### src/rtl/seq_detector_param_pkg.sv
// Shared constants and elaboration-time helpers for the serial sequence detector.
// Patterns are MSB-first: bit WIDTH-1 is the first bit received.
package seq_det_pkg;

  localparam logic FOUND    = 1'b1;
  localparam logic NOTFOUND = 1'b0;

  // Longest prefix of pattern that is a suffix of (first len pattern bits, then b).
  function automatic int next_len(logic [15:0] pattern, int width, int len, logic b);
    int   best;
    int   idx;
    logic ok;
    logic sb;
    best = 0;
    for (int k = 1; k <= len + 1; k++) begin
      if (k <= width) begin
        ok = 1'b1;
        for (int i = 0; i < k; i++) begin
          idx = len + 1 - k + i;
          sb  = (idx == len) ? b : pattern[width-1-idx];
          if (sb != pattern[width-1-i]) ok = 1'b0;
        end
        if (ok) best = k;
      end
    end
    return best;
  endfunction

  // Longest proper prefix of the pattern that is also a suffix of it.
  function automatic int fail_len(logic [15:0] pattern, int width);
    int   best;
    logic ok;
    best = 0;
    for (int k = 1; k < width; k++) begin
      ok = 1'b1;
      for (int i = 0; i < k; i++) begin
        if (pattern[width-1-i] != pattern[k-1-i]) ok = 1'b0;
      end
      if (ok) best = k;
    end
    return best;
  endfunction

endpackage

### src/rtl/seq_detector_param_if.sv
// Serial bit stream in, match flag / statistics out.
// Both detector instances and the bench share this bundle.
interface seq_det_if #(
  parameter int WIDTH   = 4,
  parameter int COUNT_W = 8
);
  logic                           clr;
  logic                           x_valid;
  logic                           x;
  logic                           y;
  logic [COUNT_W-1:0]             match_count;
  logic [$clog2(WIDTH+1)-1:0]     depth;

  modport master (
    output clr, x_valid, x,
    input  y, match_count, depth
  );

  modport slave (
    input  clr, x_valid, x,
    output y, match_count, depth
  );
endinterface

### src/rtl/seq_detector_param_sat_counter.sv
// Saturating up-counter: increments on en, sticks at all-ones, sync clear beats en.
// Result visible the cycle after the enabling edge; no backpressure.
module sat_counter #(
  parameter int W = 8
) (
  input  logic         clk,
  input  logic         reset,
  input  logic         clr,
  input  logic         en,
  output logic [W-1:0] q
);

  always_ff @(posedge clk or posedge reset) begin
    if (reset) begin
      q <= '0;
    end else if (clr) begin
      q <= '0;
    end else if (en && (q != {W{1'b1}})) begin
      q <= q + 1'b1;
    end
  end

endmodule

### src/rtl/seq_detector_param.sv
// Parametrised KMP serial sequence detector with valid qualifier, sync clear and match counter.
// Mealy y in the final-bit cycle, Moore y one cycle later; bits only consumed when x_valid=1.
module seq_detector_param
  import seq_det_pkg::*;
#(
  parameter int               WIDTH   = 4,
  parameter logic [WIDTH-1:0] PATTERN = 4'b1101,
  parameter bit               MOORE   = 1'b0,
  parameter bit               OVERLAP = 1'b1,
  parameter int               COUNT_W = 8
) (
  input  logic      clk,
  input  logic      reset,
  seq_det_if.slave  bus
);

  localparam int               DW     = $clog2(WIDTH + 1);
  localparam int               NS     = 1 << DW;
  localparam logic [15:0]      PAT16  = 16'(PATTERN);
  localparam logic [DW-1:0]    LAST   = DW'(WIDTH - 1);
  localparam logic [DW-1:0]    FAIL_L = OVERLAP ? DW'(fail_len(PAT16, WIDTH)) : '0;

  logic [DW-1:0] len_q;
  logic [DW-1:0] len_safe;
  logic [DW-1:0] len_nxt;
  logic          match;
  logic [DW-1:0] nxt_tbl [NS][2];

  // Table covers every encodable state; unreachable ones behave like the empty prefix.
  for (genvar s = 0; s < NS; s++) begin : g_state
    for (genvar b = 0; b < 2; b++) begin : g_bit
      localparam int SRC = (s < WIDTH) ? s : 0;
      assign nxt_tbl[s][b] = DW'(next_len(PAT16, WIDTH, SRC, (b != 0)));
    end
  end

  always_comb begin
    len_safe = (len_q <= LAST) ? len_q : '0;
    match    = bus.x_valid && (len_safe == LAST) && (bus.x == PATTERN[0]);
    len_nxt  = match ? FAIL_L : nxt_tbl[len_safe][bus.x];
  end

  always_ff @(posedge clk or posedge reset) begin
    if (reset) begin
      len_q <= '0;
    end else if (bus.clr) begin
      len_q <= '0;
    end else if (bus.x_valid) begin
      len_q <= len_nxt;
    end
  end

  if (MOORE) begin : g_moore
    logic y_q;
    always_ff @(posedge clk or posedge reset) begin
      if (reset) begin
        y_q <= NOTFOUND;
      end else if (bus.clr) begin
        y_q <= NOTFOUND;
      end else if (bus.x_valid) begin
        y_q <= match ? FOUND : NOTFOUND;
      end
    end
    assign bus.y = y_q;
  end else begin : g_mealy
    assign bus.y = (match && !bus.clr) ? FOUND : NOTFOUND;
  end

  logic [COUNT_W-1:0] count_q;

  sat_counter #(.W(COUNT_W)) u_match_cnt (
    .clk   (clk),
    .reset (reset),
    .clr   (bus.clr),
    .en    (match),
    .q     (count_q)
  );

  assign bus.match_count = count_q;
  assign bus.depth       = len_safe;

endmodule

### src/flat_wrapper.sv
// flat-port wrapper written by rule: the top's interface ports become plain ports
module seq_detector_param_flat import seq_det_pkg::*;
#(
  parameter int               WIDTH   = 4,
  parameter logic [WIDTH-1:0] PATTERN = 4'b1101,
  parameter bit               MOORE   = 1'b0,
  parameter bit               OVERLAP = 1'b1,
  parameter int               COUNT_W = 8
)
  (clk, reset, bus_clr, bus_x_valid, bus_x, bus_y, bus_match_count, bus_depth);
  seq_det_if #(.WIDTH(WIDTH), .COUNT_W(COUNT_W)) bus_i ();
  input  logic clk;
  input  logic reset;
  input wire logic [$bits(bus_i.clr)-1:0] bus_clr;
  input wire logic [$bits(bus_i.x_valid)-1:0] bus_x_valid;
  input wire logic [$bits(bus_i.x)-1:0] bus_x;
  output wire logic [$bits(bus_i.y)-1:0] bus_y;
  output wire logic [$bits(bus_i.match_count)-1:0] bus_match_count;
  output wire logic [$bits(bus_i.depth)-1:0] bus_depth;
  assign bus_i.clr = bus_clr;
  assign bus_i.x_valid = bus_x_valid;
  assign bus_i.x = bus_x;
  assign bus_y = bus_i.y;
  assign bus_match_count = bus_i.match_count;
  assign bus_depth = bus_i.depth;
  seq_detector_param #(.WIDTH(WIDTH), .PATTERN(PATTERN), .MOORE(MOORE), .OVERLAP(OVERLAP), .COUNT_W(COUNT_W)) u_core (.clk(clk), .reset(reset), .bus(bus_i));
endmodule
### config.mk
export PLATFORM = sky130hd
export DESIGN_NAME = seq_detector_param_flat
export DESIGN_NICKNAME = d
export VERILOG_FILES = /design/src/rtl/seq_detector_param_pkg.sv /design/src/rtl/seq_detector_param_if.sv /design/src/rtl/seq_detector_param_sat_counter.sv /design/src/rtl/seq_detector_param.sv /design/src/flat_wrapper.sv
export SDC_FILE = /design/constraint.sdc
export NUM_CORES = 1
export LEC_CHECK = 0
export CAP_MARGIN = 20
export CORE_UTILIZATION = 49
export CTS_BUF_LIST = sky130_fd_sc_hd__clkbuf_2 sky130_fd_sc_hd__clkbuf_4 sky130_fd_sc_hd__clkbuf_8
export DETAILED_ROUTE_END_ITERATION = 12
export GPL_TIMING_DRIVEN = 1
export HOLD_SLACK_MARGIN = 0.12
export PLACE_DENSITY = 0.89
export RECOVER_POWER = 25
export SYNTH_ARGS = -nofsm -noshare
export SYNTH_HDL_FRONTEND = slang
export SYNTH_SLANG_ARGS = --single-unit
### constraint.sdc
create_clock -name clk -period 2 [get_ports clk]
set_input_delay 0.4 -clock clk [delete_from_list [all_inputs] [get_ports clk]]
set_output_delay 0.4 -clock clk [all_outputs]
set_load 0.02 [all_outputs]
==> key figures <==
Status
  • Status: finished clean

Hold path
  • Hold/Removal Path Class: in -> async

Critical path
  • Critical path type: reg -> out
  • Slowest library cell on the worst path: clkdlybuf4s50_1
  • Crit-path cells: nand2b_1 > inv_1 > clkdlybuf4s50_1
  • Req. time, crit path: 1.60 ns
  • Largest stage delay, worst path: 0.60 ns
  • WP buf/inv: 2
  • Worst Path Arrival: 1.49 ns
  • Startpoint types: flip-flop
  • FF-to-FF End: u_core.u_match_cnt.q[3]$_DFFE_PP0P_
  • CP top delay family: buffers and inverters
  • R2R depth: 8
  • Worst Path Max Fanout: 3
  • Reg2reg start: u_core.len_q[2]$_DFFE_PP0P_
  • R2r setup slk: 0.18 ns
  • Worst Setup End Kind: output pin

Synth
  • Cell Area, Synth: 664 um^2
  • Post-synth EDFFs: 0
  • Primary FF master, synth: dfrtp_1
  • Post-synth top cells: dfrtp_1, nor2_1, inv_1
  • Synth area leaders: dfrtp_1, ha_1, nor2_1
  • Sequential area share after synthesis: 0.414
  • Count of unique library cells instantiated by Yosys: 32
  • Synthesized instance count: 67
  • Avg Cell Area, Syn: 9.92 um^2
  • Yosys Warn Count: 0
  • Syn_nets: 76
  • Top-count cell post-synth: dfrtp_1
  • Ys async rst share: 1.00
  • Synth area leader: dfrtp_1
  • Synth Register Bits: 11
  • Top-area cell type share of the netlist area: 0.414

Flow run
  • Max Cap Viol: 0

Pwr
  • Switching part of the total power: 0.244
  • Sw power: 0.000111 W
  • Pint: 0.000345 W
  • Gate power share: 0.133
  • Leak Pwr: 0.411 nW
  • Seq pwr share: 0.497
  • Clock share of power: 0.370
  • Max IR drop VDD: 430 uV
  • Cell area power density: 517 nW/um^2

Route
  • Vias: 563
  • Routed wire length: 1380 um
  • Iteration-0 DRC Markers: 12
  • Via density per instance: 5.47
  • Antenna Violating Nets Remaining: 0
  • DRT Pass-1 Iters: 4
  • DRC: 0
  • Routed len/inst: 13.4 um

Finish
  • Antenna cell count: 0
  • Multi-input gate area: 348 um^2
  • FF+latch area: 275 um^2
  • Post-layout util: 0.744
  • Fin cells: 103
  • Post-route design area: 882 um^2
  • # fillers: 93
  • Layout overhead on the synthesized area: 32.8%
  • # nets final: 99
  • Share of layout cells above drive strength 1: 0.180

Placement
  • IO Port Bufs: 15
  • Area after detailed placement: 855 um^2
  • Final HPWL DP: 1060 um
  • Pre-CTS setup slack: -0.124 ns
  • Placer Congestion: 0.878
  • Placed cell count: 99

STA
  • # setup viols final: 0
  • Fin crit share: 0.947
  • Max Transition Viols Final: 0
  • RSZ-0062 raised after global routing: false
  • Final hold violation count: 0
  • Final TNS setup: 0 ns
  • Clk_skew: 0.0105 ns
  • Post-route setup slack: 0.107 ns
  • Shortest period the worst path allows: 1.89 ns
  • Max Freq: 528 MHz

Die
  • Die area: 1510 um^2
  • Row cnt: 12
  • IO Pins: 17
  • Die W: 38.8 um
  • Core area: 1190 um^2
  • Initial core utilization: 0.560
  • Die Ht: 38.8 um

GRT
  • Grt ovf: 0
  • Initial antenna violation count: 0
  • Largest net degree at the start of global routing: 13
  • Total track usage: 0.247
  • Vias in the first global route: 541
  • First-pass GRT wire length: 2450 um

Clock network
  • CTS tree: done
  • Root Buffer: clkbuf_4
  • CTS clk-pin slew, worst paths: 0.07 ns
  • Htree depth: 1
  • CTS buffer count: 3
  • Clk sinks: 11
  • CTS Buffer Depth: 2
  • Clock Latency Late Sink: 0.28 ns
==> cell families (layout without fill, tap and decap cells) <==
group | count (synthesis) | count (layout) | share of synthesized area
simple gates | 25 | 25 | 0.213
compound gates | 14 | 14 | 0.166
flops | 11 | 11 | 0.414
buf+inv | 8 | 30 | 0.0621
fa+ha+maj | 4 | 4 | 0.0753
xor+xnor | 2 | 2 | 0.0264
mux | 2 | 2 | 0.0377
other cells | 1 | 1 | 0.00564
==> state kept, by name, summed over array words and instances (netlist names) <==
signal / flops
u_core.len_q: 3
u_core.u_match_cnt.q: 8
==> power by group through the flow <==
stage / logic (W) / registers, W / clock network, W
global route: 0.0000679 / 0.000227 / 0.000183
CTS: 0.0000614 / 0.000227 / 0.000174
floorplan: 0.0000304 / 0.000231 / 0
detailed placement: 0.0000610 / 0.000231 / 0
finish: 0.0000606 / 0.000227 / 0.000169
global placement: 0.0000594 / 0.000231 / 0
==> final cells by class <==
type                            count  share of cell area
Inverter                            5              0.0213
Tap cell                           14              0.0199
Sequential cell                    11               0.312
Multi-Input combinational cell     48               0.394
Clock buffer                        4              0.0340
Timing Repair Buffer               21               0.218
==> routing by layer <==
metal / global-route usage / share of wire / vias to the layer above
met4: 0.103 / 0.030 / 0
met5: 0 / 0 / -
li1: - / - / 281
met2: 0.367 / 0.46 / 20
met1: 0.322 / 0.45 / 257
met3: 0.0867 / 0.057 / 5
==> through the flow <==
stage | hold slack [ns] | power [W]
after floorplan | 0.252 | 0.000261
after global placement | 0.544 | 0.000291
after detailed placement | 0.554 | 0.000292
after CTS | 0.415 | 0.000462
after global routing | 0.588 | 0.000478
final | 0.541 | 0.000456
==> repair_timing <==
action / 4_1_cts / 5_1_grt
setup buffers: 0 / 0
gates resized for setup: 2 / 2
hold endpoints to repair: 0 / 0
endpoints found under the setup margin: 1 / 2
hold buffers: 0 / 0
==> how the worst max path moves through the flow <==
stage	start	to	depth (start not counted)
after floorplan	u_core.len_q[2]$_DFFE_PP0P_	u_core.u_match_cnt.q[3]$_DFFE_PP0P_	6
after global placement	bus_x_valid	bus_y	4
after detailed placement	bus_x_valid	bus_y	4
after CTS	u_core.len_q[2]$_DFFE_PP0P_	bus_y	6
after global routing	u_core.len_q[2]$_DFFE_PP0P_	bus_depth[0]	3
final	u_core.len_q[2]$_DFFE_PP0P_	bus_depth[0]	3
==> cell usage in the layout (no fill, tap or decap), types with 2 or more instances in the layout <==
master,n
nand2b_1,3
nor2b_1,2
inv_1,5
nor3_1,2
nor2_1,8
clkbuf_4,4
ha_1,4
buf_4,6
clkdlybuf4s50_1,12
a21oi_1,3
dfrtp_1,11
nand2_1,2
nand3_1,2
a211oi_1,2
a311oi_1,3
Power figures use the tool's default switching activity.
